[src/rtl/inst_fetch_unit_if.sv]
// Instruction bus between the fetch unit (master) and the instruction SRAM (slave):
// separate address and data handshakes, in-order returns.
interface inst_fetch_unit_if #(parameter int ADDR_WIDTH = 32);
    logic                  inst_req;
    logic [ADDR_WIDTH-1:0] inst_addr;
    logic                  inst_addr_ok;
    logic [31:0]           inst_rdata;
    logic                  inst_data_ok;

    modport master (
        output inst_req, inst_addr,
        input  inst_addr_ok, inst_rdata, inst_data_ok
    );

    modport slave (
        input  inst_req, inst_addr,
        output inst_addr_ok, inst_rdata, inst_data_ok
    );
endinterface

[src/rtl/inst_fetch_unit.sv]
// Fetch PC owner: issues one outstanding instruction request at a time, buffers a single
// returned word behind a stalled decode, and applies branch (delayed) and flush (immediate) redirects.
module inst_fetch_unit #(
    parameter int                    ADDR_WIDTH = 32,
    parameter logic [ADDR_WIDTH-1:0] RESET_PC   = 32'hBFC00000
) (
    input  logic                  clk,
    input  logic                  rst_n,
    input  logic                  stall,
    input  logic                  flush,
    input  logic [ADDR_WIDTH-1:0] flush_pc,
    input  logic                  branch_flag,
    input  logic [ADDR_WIDTH-1:0] branch_addr,
    inst_fetch_unit_if.master     bus,
    output logic [ADDR_WIDTH-1:0] addr,
    output logic [31:0]           inst,
    output logic                  inst_valid
);
    localparam logic [ADDR_WIDTH-1:0] WORD  = ADDR_WIDTH'(4);
    localparam logic [ADDR_WIDTH-1:0] DWORD = ADDR_WIDTH'(8);

    typedef enum logic [1:0] {IDLE, REQ, WAIT, DRAIN} state_t;

    state_t                state, state_nxt;
    logic [ADDR_WIDTH-1:0] fetch_pc, fetch_pc_nxt;
    logic [ADDR_WIDTH-1:0] pend_addr, pend_addr_nxt;
    logic [ADDR_WIDTH-1:0] br_target, br_target_nxt;
    logic [ADDR_WIDTH-1:0] buf_addr, buf_addr_nxt;
    logic [ADDR_WIDTH-1:0] addr_nxt;
    logic [31:0]           buf_inst, buf_inst_nxt, inst_nxt;
    logic                  owed, owed_nxt;
    logic                  br_pend, br_pend_nxt;
    logic                  buf_valid, buf_valid_nxt;
    logic                  valid_nxt;

    logic                  acc, consume, br_take, out_free, kill, dv;
    logic [ADDR_WIDTH-1:0] ds_pc;

    assign acc      = (state == REQ) && bus.inst_addr_ok;
    assign consume  = inst_valid && !stall;
    assign br_take  = consume && branch_flag;
    assign ds_pc    = addr + WORD;
    assign out_free = !inst_valid || consume;
    // The request in flight is B+8 when a branch at B is consumed: its data must never reach decode.
    assign kill     = br_take && (state == WAIT) && owed && (pend_addr == addr + DWORD);
    assign dv       = bus.inst_data_ok && owed && (state == WAIT) && !kill;

    assign bus.inst_req  = (state == REQ);
    assign bus.inst_addr = {fetch_pc[ADDR_WIDTH-1:2], 2'b00};

    always_comb begin
        state_nxt     = state;
        fetch_pc_nxt  = fetch_pc;
        pend_addr_nxt = pend_addr;
        br_target_nxt = br_target;
        br_pend_nxt   = br_pend;
        buf_valid_nxt = buf_valid;
        buf_addr_nxt  = buf_addr;
        buf_inst_nxt  = buf_inst;
        addr_nxt      = addr;
        inst_nxt      = inst;
        valid_nxt     = inst_valid;
        owed_nxt      = (owed && !bus.inst_data_ok) || acc;

        if (acc) begin
            pend_addr_nxt = fetch_pc;
            fetch_pc_nxt  = br_pend ? br_target : fetch_pc + WORD;
            br_pend_nxt   = 1'b0;
        end

        if (out_free) begin
            if (buf_valid) begin
                addr_nxt      = buf_addr;
                inst_nxt      = buf_inst;
                valid_nxt     = 1'b1;
                buf_valid_nxt = dv;
                if (dv) begin
                    buf_addr_nxt = pend_addr;
                    buf_inst_nxt = bus.inst_rdata;
                end
            end else if (dv) begin
                addr_nxt  = pend_addr;
                inst_nxt  = bus.inst_rdata;
                valid_nxt = 1'b1;
            end else begin
                valid_nxt = 1'b0;
            end
        end else if (dv) begin
            buf_valid_nxt = 1'b1;
            buf_addr_nxt  = pend_addr;
            buf_inst_nxt  = bus.inst_rdata;
        end

        // Delay slot not yet accepted: redirect on its acceptance; otherwise redirect now.
        if (br_take) begin
            if (fetch_pc == ds_pc && !acc) begin
                br_pend_nxt   = 1'b1;
                br_target_nxt = branch_addr;
            end else begin
                fetch_pc_nxt = branch_addr;
            end
        end

        unique case (state)
            IDLE:  state_nxt = REQ;
            REQ:   if (acc) state_nxt = (br_take && fetch_pc != ds_pc) ? DRAIN : WAIT;
            WAIT: begin
                if (kill && !bus.inst_data_ok)  state_nxt = DRAIN;
                else if (owed_nxt || buf_valid_nxt) state_nxt = WAIT;
                else                            state_nxt = REQ;
            end
            DRAIN: if (bus.inst_data_ok) state_nxt = buf_valid_nxt ? WAIT : REQ;
            default: state_nxt = IDLE;
        endcase

        if (flush) begin
            valid_nxt     = 1'b0;
            buf_valid_nxt = 1'b0;
            br_pend_nxt   = 1'b0;
            fetch_pc_nxt  = flush_pc;
            unique case (state)
                IDLE:    state_nxt = REQ;
                REQ:     state_nxt = acc ? DRAIN : REQ;
                WAIT:    state_nxt = (owed && !bus.inst_data_ok) ? DRAIN : REQ;
                DRAIN:   state_nxt = bus.inst_data_ok ? REQ : DRAIN;
                default: state_nxt = IDLE;
            endcase
        end
    end

    always_ff @(posedge clk or negedge rst_n) begin
        if (!rst_n) begin
            state      <= IDLE;
            fetch_pc   <= RESET_PC;
            pend_addr  <= '0;
            br_target  <= '0;
            br_pend    <= 1'b0;
            owed       <= 1'b0;
            buf_valid  <= 1'b0;
            buf_addr   <= '0;
            buf_inst   <= '0;
            addr       <= '0;
            inst       <= '0;
            inst_valid <= 1'b0;
        end else begin
            state      <= state_nxt;
            fetch_pc   <= fetch_pc_nxt;
            pend_addr  <= pend_addr_nxt;
            br_target  <= br_target_nxt;
            br_pend    <= br_pend_nxt;
            owed       <= owed_nxt;
            buf_valid  <= buf_valid_nxt;
            buf_addr   <= buf_addr_nxt;
            buf_inst   <= buf_inst_nxt;
            addr       <= addr_nxt;
            inst       <= inst_nxt;
            inst_valid <= valid_nxt;
        end
    end
endmodule
[src/flat_wrapper.sv]
// flat-port wrapper written by rule: the top's interface ports become plain ports
module inst_fetch_unit_flat 
#(
    parameter int                    ADDR_WIDTH = 32,
    parameter logic [ADDR_WIDTH-1:0] RESET_PC   = 32'hBFC00000
)
  (clk, rst_n, stall, flush, flush_pc, branch_flag, branch_addr, addr, inst, inst_valid, bus_inst_req, bus_inst_addr, bus_inst_addr_ok, bus_inst_rdata, bus_inst_data_ok);
  inst_fetch_unit_if #(.ADDR_WIDTH(ADDR_WIDTH)) bus_i ();
  input  logic clk;
  input  logic rst_n;
  input  logic stall;
  input  logic flush;
  input  logic [ADDR_WIDTH-1:0] flush_pc;
  input  logic branch_flag;
  input  logic [ADDR_WIDTH-1:0] branch_addr;
  output logic [ADDR_WIDTH-1:0] addr;
  output logic [31:0] inst;
  output logic inst_valid;
  output wire logic [$bits(bus_i.inst_req)-1:0] bus_inst_req;
  output wire logic [$bits(bus_i.inst_addr)-1:0] bus_inst_addr;
  input wire logic [$bits(bus_i.inst_addr_ok)-1:0] bus_inst_addr_ok;
  input wire logic [$bits(bus_i.inst_rdata)-1:0] bus_inst_rdata;
  input wire logic [$bits(bus_i.inst_data_ok)-1:0] bus_inst_data_ok;
  assign bus_inst_req = bus_i.inst_req;
  assign bus_inst_addr = bus_i.inst_addr;
  assign bus_i.inst_addr_ok = bus_inst_addr_ok;
  assign bus_i.inst_rdata = bus_inst_rdata;
  assign bus_i.inst_data_ok = bus_inst_data_ok;
  inst_fetch_unit #(.ADDR_WIDTH(ADDR_WIDTH), .RESET_PC(RESET_PC)) u_core (.clk(clk), .rst_n(rst_n), .stall(stall), .flush(flush), .flush_pc(flush_pc), .branch_flag(branch_flag), .branch_addr(branch_addr), .bus(bus_i), .addr(addr), .inst(inst), .inst_valid(inst_valid));
endmodule
[config.mk]
export PLATFORM = sky130hd
export DESIGN_NAME = inst_fetch_unit_flat
export DESIGN_NICKNAME = d
export VERILOG_FILES = /design/src/rtl/inst_fetch_unit_if.sv /design/src/rtl/inst_fetch_unit.sv /design/src/flat_wrapper.sv
export SDC_FILE = /design/constraint.sdc
export NUM_CORES = 1
export LEC_CHECK = 0
export BUFFER_PORTS_ARGS = -buffer_cell sky130_fd_sc_hd__clkbuf_2
export CAP_MARGIN = 25
export CORE_MARGIN = 3
export CORE_UTILIZATION = 55
export DETAILED_ROUTE_END_ITERATION = 6
export GPL_TIMING_DRIVEN = 0
export MAX_ROUTING_LAYER = met4
export PLACE_DENSITY = 0.77
export SLEW_MARGIN = 20
export SYNTH_ARGS = -nofsm -noshare
export SYNTH_HDL_FRONTEND = slang
export SYNTH_SLANG_ARGS = --single-unit
[constraint.sdc]
create_clock -name clk -period 6.4 [get_ports clk]
set_input_delay 1.28 -clock clk [delete_from_list [all_inputs] [get_ports clk]]
set_output_delay 1.28 -clock clk [all_outputs]
set_load 0.05 [all_outputs]
# ---- Word-level counts from Yosys, hierarchy flattened
# Index checks and enable logic that the tools add are counted.
dict set report totals {
  in_bits 103
  reg_bits 230
  word_cells 90
  output_inout_bits 98
}
dict set report op_classes {
  mux 39
  n_eq_ne 9
  n_reduce_logical 27
  addsub 3
}
# cell n
set op_table {}
lappend op_table {{two-way mux 32 bit} 15}
lappend op_table {{adder 32 x 3 -> 32 bit (second input constant)} 2}
lappend op_table {{equality test 32 bit} 2}
lappend op_table {{adder 32 x 4 -> 32 bit (second input constant)} 1}
lappend op_table {{!= test 32 bit} 1}
lappend op_table {{two-way mux 2 bit} 9}
lappend op_table {{one-hot mux 2 bit (4 select lines)} 2}
lappend op_table {{logical AND 1 bit} 13}
lappend op_table {{two-way mux 1 bit} 13}
lappend op_table {{AND reduction 2 bit} 3}
lappend op_table {{zero test 1 bit} 5}
lappend op_table {{equality test 2 bit (second input constant)} 2}
lappend op_table {{nonzero test 2 bit} 2}
lappend op_table {{logical OR 1 bit} 3}
lappend op_table {{!= test 3 x 2 -> 1 bit (second input constant)} 1}
lappend op_table {{!= test 3 bit (second input constant)} 1}
lappend op_table {{equality test 2 x 1 -> 1 bit (second input constant)} 1}
lappend op_table {{zero test 2 bit} 1}
lappend op_table {{!= test 2 x 1 -> 1 bit (second input constant)} 1}

# ---- Logic depth before layout (Yosys ltp)
# Gate-level depths: netlist (run 1).
dict set report logic_depth {
  word_depth 15
  mapped_depth 13
  mapped_depth_nobuf 10
}

# ---- Worst setup path after synthesis (run 1)
# No wires, ideal clock.
dict set report synth_timing {
  path_kind {in2reg}
  from {input port stall}
  to {register u_core.buf_addr[10]}
  path_slack_ns 2.672
  required_ns 6.275
  arrival_time_ns 3.603
  cell_stages 11
  setup_ns 0.125
  path_buffers 2
  cell_sequence {and3b_1 clkbuf_1 o2111ai_1 a2111oi_0 o2111a_1 nor4b_1 nand4_2 nand2_2 nor2_4 buf_6 mux2_4}
}
dict set report synth_between {
  elab_chain_cells 11
  elab_cells_between_ends 13
  cone_classes {eq/ne (1); mux (3); reduce/logical (9)}
}
# item line_no
set synth_rtl {}
lappend synth_rtl {{from (decl)} flat_wrapper.sv:11} ;# input logic stall;
lappend synth_rtl {{zero test 1 bit *} inst_fetch_unit.sv:40} ;# assign consume = inst_valid && !stall;
lappend synth_rtl {{logical AND 1 bit *} inst_fetch_unit.sv:40}
lappend synth_rtl {{logical AND 1 bit} inst_fetch_unit.sv:41} ;# assign br_take = consume && branch_flag;
lappend synth_rtl {{logical AND 1 bit (3 in series)} inst_fetch_unit.sv:45} ;# assign kill = br_take && (state == WAIT) && owed && (pend_addr == addr + DWORD);
lappend synth_rtl {{zero test 1 bit} inst_fetch_unit.sv:46} ;# assign dv = bus.inst_data_ok && owed && (state == WAIT) && !kill;
lappend synth_rtl {{logical AND 1 bit} inst_fetch_unit.sv:46}
lappend synth_rtl {{two-way mux 32 bit (2 in series)} -}
lappend synth_rtl {{two-way mux 32 bit} inst_fetch_unit.sv:71} ;# if (out_free) begin
lappend synth_rtl {{to (signal assigned)} inst_fetch_unit.sv:153} ;# buf_addr <= buf_addr_nxt;
lappend synth_rtl {{to (decl)} inst_fetch_unit.sv:28} ;# logic [ADDR_WIDTH-1:0] buf_addr, buf_addr_nxt;
# Every way passes the cells marked *; elsewhere a longest branch is shown, timed or not. The select of a mux whose other input is x is not followed.
# A chain may end at the register's enable or synchronous reset.

# ---- Final worst setup path (run 1)
dict set report layout_timing {
  from {input port stall}
  to {register u_core.addr[2]}
}
dict set report layout_between {
  elab_chain_cells 10
  elab_cells_between_ends 11
  cone_classes {reduce/logical (11)}
}
# item line_no
set layout_rtl {}
lappend layout_rtl {{zero test 1 bit *} inst_fetch_unit.sv:40}
lappend layout_rtl {{logical AND 1 bit *} inst_fetch_unit.sv:40}
lappend layout_rtl {{logical AND 1 bit} inst_fetch_unit.sv:41}
lappend layout_rtl {{logical AND 1 bit (3 in series)} inst_fetch_unit.sv:45}
lappend layout_rtl {{zero test 1 bit} inst_fetch_unit.sv:46}
lappend layout_rtl {{logical AND 1 bit} inst_fetch_unit.sv:46}
lappend layout_rtl {{nonzero test 2 bit (no source line)} -}
lappend layout_rtl {{AND reduction 2 bit (no source line) *} -}
lappend layout_rtl {{to (signal assigned)} inst_fetch_unit.sv:155} ;# addr <= addr_nxt;
lappend layout_rtl {{to (decl)} inst_fetch_unit.sv:15} ;# output logic [ADDR_WIDTH-1:0] addr,
# Every way passes the cells marked *; elsewhere a longest branch is shown, timed or not.

==> impl_metrics.ini, run 1 <==
[outcome]
status = finished, final reports clean

[drt]
viasPerCell = 6.25
drc_errors = 0
drtIter0Drc = 1386
routed_wl_um = 45900
num_vias = 13000
drt-pass1-iter-count = 6
post_drt_wl_per_cell_um = 22.0
ant_nets = 0

[synth]
synth_top_cell_area_share = 0.397
synth_top_cell_by_area = dfrtp_1
yosysSeqAreaShare = 0.414
synth-edff-count = 0
yosys_register_bits = 230
ys_warn_count = 0
yosysUniqueCellTypes = 83
syn_area_mm2 = 0.0139
syn_inst = 1510
synth_most_common_cell = nand2_1
synth.avg_cell_area_um2 = 9.22
async_reset_ff_frac = 1.00
synth_area_leaders = dfrtp_1, nand2_1, mux2_4
synth_common_cells = nand2_1, dfrtp_1, o22ai_1, a21oi_1, clkbuf_1
ys.flop_type = dfrtp_1

[critical_path]
path_delay_family = compound AO/OA/AOI/OAI gates
cpPeakStageDelay_ns = 0.56
start_kind = primary input
cpMostUsedCell = clkbuf_1
crit_path_max_fanout = 10
crit_chain = clkbuf_2, and3b_1, clkbuf_1, o2111ai_1, a2111oi_0, o2111a_1, nor4b_1, nand4_2, nand2_2, a21oi_1, clkbuf_1, a2bb2oi_1
worstSetupPathType = in -> reg
cp-end-kind = flip-flop
cp.arrival_ns = 4.93
crit_buf_inv = 3
crit_slowest_cell = clkbuf_1
cp.required_ns = 6.80

[global_route]
grt_max_degree = 87
grt.overflow.total = 0
antenna_found_initial = 1
grt_usage = 0.343
grt_pass1_vias = 12600
grt_pass1_wl_um = 71300

[clocking]
clkTransAtPathRegs_ns = 0.06
numCtsBuffers = 27
cts_buffer_depth = 3
cts_tree = built
htree_levels = 1
postCtsHoldBufs = 0
cts_setup_buffers = 0
cts_sinks = 230
postCtsResizedCells = 0
worstSkewPairLatency_ns = 0.56
root_buffer = clkbuf_16

[timing]
finalHoldViolations = 0
rsz0062_at_grt = false
worstMarginPinSlew_ns = 0.888
slew_headroom = 0.403
drv_slew = 0
fin_worst_skew_ns = 0.0120
setup_viol = 0
max_freq_ghz = 0.221
fin_crit_ns = 4.53
fin_crit_sh = 0.708
worst_slack_ns = 1.87

[floorplanning]
num_io_pins = 201
die_area_mm2 = 0.0273
initial_core_util = 0.566
rows = 57
die_y_um = 165
dieWidth_um = 165
core_area_mm2 = 0.0246

[finish]
drive_above_1_share = 0.239
sequential_cell_area_mm2 = 0.00577
finish.instance_area_mm2 = 0.0163
multi_input_area_mm2 = 0.00729
nets = 1847
fin_util = 0.664
area_growth_pct = 17.3
fill_cells = 2078
post_layout_nonfiller_instances = 2086

[power_and_ir_drop]
vdd_drop_max_uv = 320
powerDensity_mw_per_mm2 = 409
fin_total_pwr_mw = 6.68
leakage_nw = 7.34

[placed_design]
io_buffers = 198
dp.cells = 2035
globalplace.congestion = 0.979
place_area_mm2 = 0.0154
pre_cts_ws_ns = 1.41
place_hpwl_um = 34000

[job]
drv_cap = 0

[min_path]
hp-class = reg -> reg
[worst reg2reg max path: stages, from the launching register on]
cell and delay (ns):
dfrtp_1 0.55, ha_1 0.21, clkbuf_1 0.34, nand2_1 0.23, nor4_4 0.47, nand4_1 0.20
a211oi_1 0.31, o211ai_1 0.26, nor2_1 0.28, clkbuf_1 0.46, clkbuf_1 0.46, o22ai_1 0.13
mux2i_1 0.15, o211ai_1 0.15
[routing by layer]
layer	vias up	wire, µm	GRT usage
met3	110	3870	0.0449
met1	6350	19200	0.467
met4	0	1520	0.110
met5	-	0	-
li1	5877	-	-
met2	693	21200	0.537
[flip-flops by register name, indices dropped and copies added (netlist names)]
name / count
u_core.buf_valid: 1
u_core.state: 2
u_core.inst: 32
u_core.fetch_pc: 32
u_core.buf_inst: 32
u_core.pend_addr: 32
u_core.br_pend: 1
u_core.addr: 32
u_core.inst_valid: 1
u_core.buf_addr: 32
u_core.br_target: 32
u_core.owed: 1
[layout by cell type (no fill, tap or decap), types with 33 or more instances in the layout]
cell type / netlist / layout
o22ai_1: 103 / 103
a2bb2oi_1: 36 / 36
mux2_4: 60 / 60
a21oi_1: 76 / 76
clkbuf_2: 0 / 198
nand2b_1: 40 / 40
nand2_1: 260 / 260
xor2_1: 35 / 35
nor2_1: 65 / 65
o21ai_0: 39 / 39
xnor2_1: 42 / 42
o31ai_1: 33 / 33
dfrtp_1: 221 / 221
clkbuf_1: 75 / 81
buf_4: 34 / 34
[power breakdown]
part	switching (mW)	leakage (nW)	total (mW)	internal, mW
clock network	0.633	0.462	1.61	0.980
registers	0.426	2.89	2.20	1.78
logic	1.94	3.99	2.87	0.924
total	3.00	7.34	6.68	3.68
[cell families (layout without fill, tap and decap cells)]
family | Yosys count | count (layout) | share of synthesized area
other | 1 | 3 | 0.000269
muxes | 102 | 102 | 0.0963
adders and majority gates | 4 | 4 | 0.00341
DFF | 230 | 230 | 0.414
AOI/OAI and AO/OA | 382 | 382 | 0.183
xor gates and xnor gates | 77 | 77 | 0.0484
and+or+nand+nor | 542 | 542 | 0.191
buffers and inverters | 172 | 422 | 0.0630
[through the flow]
step | hold WS, ns | setup TNS, ns
detailed placement | 0.460 | 0
global placement | 0.452 | -120.22
CTS | 0.474 | 0
finish | 0.474 | 0
floorplan | 0.433 | 0
global route | 0.497 | 0
[path summary, 6_finish.rpt]
path	start	endpoint	slack, ns	cells past startpoint
max	stall	u_core.addr[2]	1.87	12
min	u_core.br_target[21]	u_core.br_target[21]	0.47	2
max reg2reg	u_core.addr[3]	u_core.fetch_pc[14]	2.06	13
min reg2reg	u_core.br_target[21]	u_core.br_target[21]	0.47	2
max in group asynchronous	rst_n	u_core.fetch_pc[27]	4.67	2
min in group asynchronous	rst_n	u_core.buf_inst[21]	0.79	1
[layout make-up]
cell class / instances / share of cell area
Multi-Input combinational cell: 1109 / 0.446
Sequential cell: 230 / 0.353
Timing Repair Buffer: 201 / 0.0649
Buffer: 154 / 0.0496
Clock buffer: 40 / 0.0487
Tap cell: 324 / 0.0248
Clock inverter: 9 / 0.00850
Inverter: 18 / 0.00414
Antenna cell: 1 / 0.000153
(Power assumes the default switching activity.)
==> run 2: changes to the inputs <==
--- a/config.mk
+++ b/config.mk
@@ -5,6 +5,7 @@
 export SDC_FILE = /design/constraint.sdc
 export NUM_CORES = 1
 export LEC_CHECK = 0
+export ABC_AREA = 1
 export BUFFER_PORTS_ARGS = -buffer_cell sky130_fd_sc_hd__clkbuf_2
 export CAP_MARGIN = 25
 export CORE_MARGIN = 3
==> constraint.sdc (replaced) <==
create_clock -name clk -period 4.6 [get_ports clk]
set_input_delay 0.92 -clock clk [delete_from_list [all_inputs] [get_ports clk]]
set_output_delay 0.92 -clock clk [all_outputs]
set_load 0.05 [all_outputs]
==> impl_metrics.ini, run 2 <==
[outcome]
status = finished, final reports clean

[critical_path]
path_delay_family = simple AND/OR/NAND/NOR gates
crit_buf_inv = 2
crit_path_max_fanout = 10
cp-end-kind = flip-flop
crit_chain = ha_1, nand2_1, nor2_4, nand2_1, nor2_1, nand3_1, nand3_1, nand2_1, nor2_1, nand4_1, nor3_1, nand3_1, nor2_4, nand2_4, buf_6, buf_6, nand2_1, nand2_1
cpMostUsedCell = nand2_1
start_kind = flip-flop
cpPeakStageDelay_ns = 0.64
cp.required_ns = 5.04
worstSetupPathType = reg -> reg
cp.arrival_ns = 4.47
crit_slowest_cell = dfrtp_1

[finish]
multi_input_area_mm2 = 0.00651
layout_commonest_cell = nand2_1
most-common-layout-cells = nand2_1, dfrtp_1, clkbuf_2
drive_above_1_share = 0.163
sequential_cell_area_mm2 = 0.00577
fill_cells = 2178
area_growth_pct = 17.4
diodes = 0
finish.instance_area_mm2 = 0.0159
post_layout_nonfiller_instances = 2484
fin_util = 0.666
nets = 2250

[synth]
synth-xor-area-share = 0.0350
yosys.area_share.simple = 0.330
syn_area_mm2 = 0.0135
synth_area_leaders = dfrtp_1, nand2_1, nand3_1
synth.avg_cell_area_um2 = 7.06
synth-edff-count = 0
synth_common_cells = nand2_1, dfrtp_1, nor2_1, nand3_1, inv_1
syn_inst = 1914
yosys.area_share.adder = 0.00278
synth_top_cell_area_share = 0.409
synth_most_common_cell = nand2_1
synthMuxAreaShare = 0
async_reset_ff_frac = 1.00
synth_top_cell_by_area = dfrtp_1
yosysSeqAreaShare = 0.427
yosysUniqueCellTypes = 44
ys_warn_count = 0
yosys_register_bits = 230
ys.flop_type = dfrtp_1
synth_compound_area_frac = 0.113
synth_top_family_by_area = simple AND/OR/NAND/NOR gates

[placed_design]
place_hpwl_um = 34200
globalplace.congestion = 0.977
place_area_mm2 = 0.0150
dp.cells = 2434
pre_cts_ws_ns = 0.668
io_buffers = 198

[floorplanning]
dieWidth_um = 163
core_area_mm2 = 0.0238
die_y_um = 163
initial_core_util = 0.567
num_io_pins = 201
die_area_mm2 = 0.0265
rows = 56

[timing]
max_freq_ghz = 0.248
hold_ws_ns = 0.345
fin_worst_skew_ns = 0.0215
drv_slew = 0
slew_headroom = 0.384
worst_slack_ns = 0.561
finalHoldViolations = 0
setup_viol = 0
fin_crit_ns = 4.04
tns_ns = 0
rsz0062_at_grt = false
worstMarginPinSlew_ns = 0.924
fin_crit_sh = 0.878

[drt]
drt-pass1-iter-count = 6
ant_nets = 0
post_drt_wl_per_cell_um = 18.1
drc_errors = 0
drtIter0Drc = 1569
num_vias = 13800
viasPerCell = 5.56
routed_wl_um = 44900

[global_route]
grt_pass1_wl_um = 70400
antenna_found_initial = 0
grt_pass1_vias = 13000
grt.overflow.total = 0
grt_usage = 0.346
grt_max_degree = 90

[clocking]
postCtsResizedCells = 0
cts_setup_buffers = 0
root_buffer = clkbuf_16
numCtsBuffers = 27
postCtsHoldBufs = 0
cts_buffer_depth = 3
cts_tree = built
cts_sinks = 230
worstSkewPairLatency_ns = 0.56
htree_levels = 1
clkTransAtPathRegs_ns = 0.06

[power_and_ir_drop]
leakage_nw = 8.09
powerDensity_mw_per_mm2 = 587
fin_total_pwr_mw = 9.31
vdd_drop_max_uv = 325

[min_path]
hp-class = in -> async

[job]
drv_cap = 0
[run 2: cell types whose count changed in the layout (fill, tap and decap cells not counted), moves of 29 or more]
cell       change
nand2_1      +430
inv_1        +141
nand3_1      +136
o22ai_1      -103
nor2_1        +96
o21ai_0       +77
mux2_4        -60
a21oi_1       -55
nand2b_1      -39
a2bb2oi_1     -36
o31ai_1       -33
a31oi_1       +29
[run 2: power by group]
part / switching, mW / internal (mW)
Sequential: 0.703 / 2.50
Combinational: 2.78 / 1.17
Clock: 0.883 / 1.28
Total: 4.37 / 4.94
[run 2: cell type report]
class	count	area share
buffer	118	0.0397
clock inverter	5	0.00473
sequential	230	0.363
inverter	161	0.0381
multi-input combinational	1406	0.411
tap	319	0.0252
clock buffer	45	0.0519
timing repair buffer	200	0.0665
[run 2: final timing paths]
check | slack [ns] | depth (start not counted) | to | from
worst min-delay path | 0.35 | 1 | u_core.br_target[28] | rst_n
worst min register to register | 0.47 | 2 | u_core.br_target[25] | u_core.br_target[25]
min in group clk | 0.47 | 2 | u_core.br_target[25] | u_core.br_target[25]
worst max register to register | 0.56 | 18 | u_core.br_target[20] | u_core.addr[3]
worst max-delay path | 0.56 | 18 | u_core.br_target[20] | u_core.addr[3]
max in group asynchronous | 3.42 | 2 | u_core.buf_addr[9] | rst_n
[run 2: kinds of logic after synthesis]
group,Yosys count
simple gates,1083
buf+inv,279
compound gates,264
flops,230
xor+xnor,54
fa+ha+maj,3
other cells,1
[run 2: worst reg2reg max path: stages, from the launching register on]
cell and delay (ns):
dfrtp_1 0.64, ha_1 0.30, nand2_1 0.17, nor2_4 0.26, nand2_1 0.23, nor2_1 0.28
nand3_1 0.20, nand3_1 0.16, nand2_1 0.06, nor2_1 0.10, nand4_1 0.09, nor3_1 0.24
nand3_1 0.29, nor2_4 0.35, nand2_4 0.10, buf_6 0.17, buf_6 0.16, nand2_1 0.07
nand2_1 0.04
[run 2: routing by layer]
metal | part of all wire | vias up | GRT usage
met5 | 0 | - | -
met4 | 0.037 | 0 | 0.125
met2 | 0.44 | 728 | 0.511
li1 | - | 6589 | -
met3 | 0.092 | 105 | 0.0450
met1 | 0.43 | 6396 | 0.493
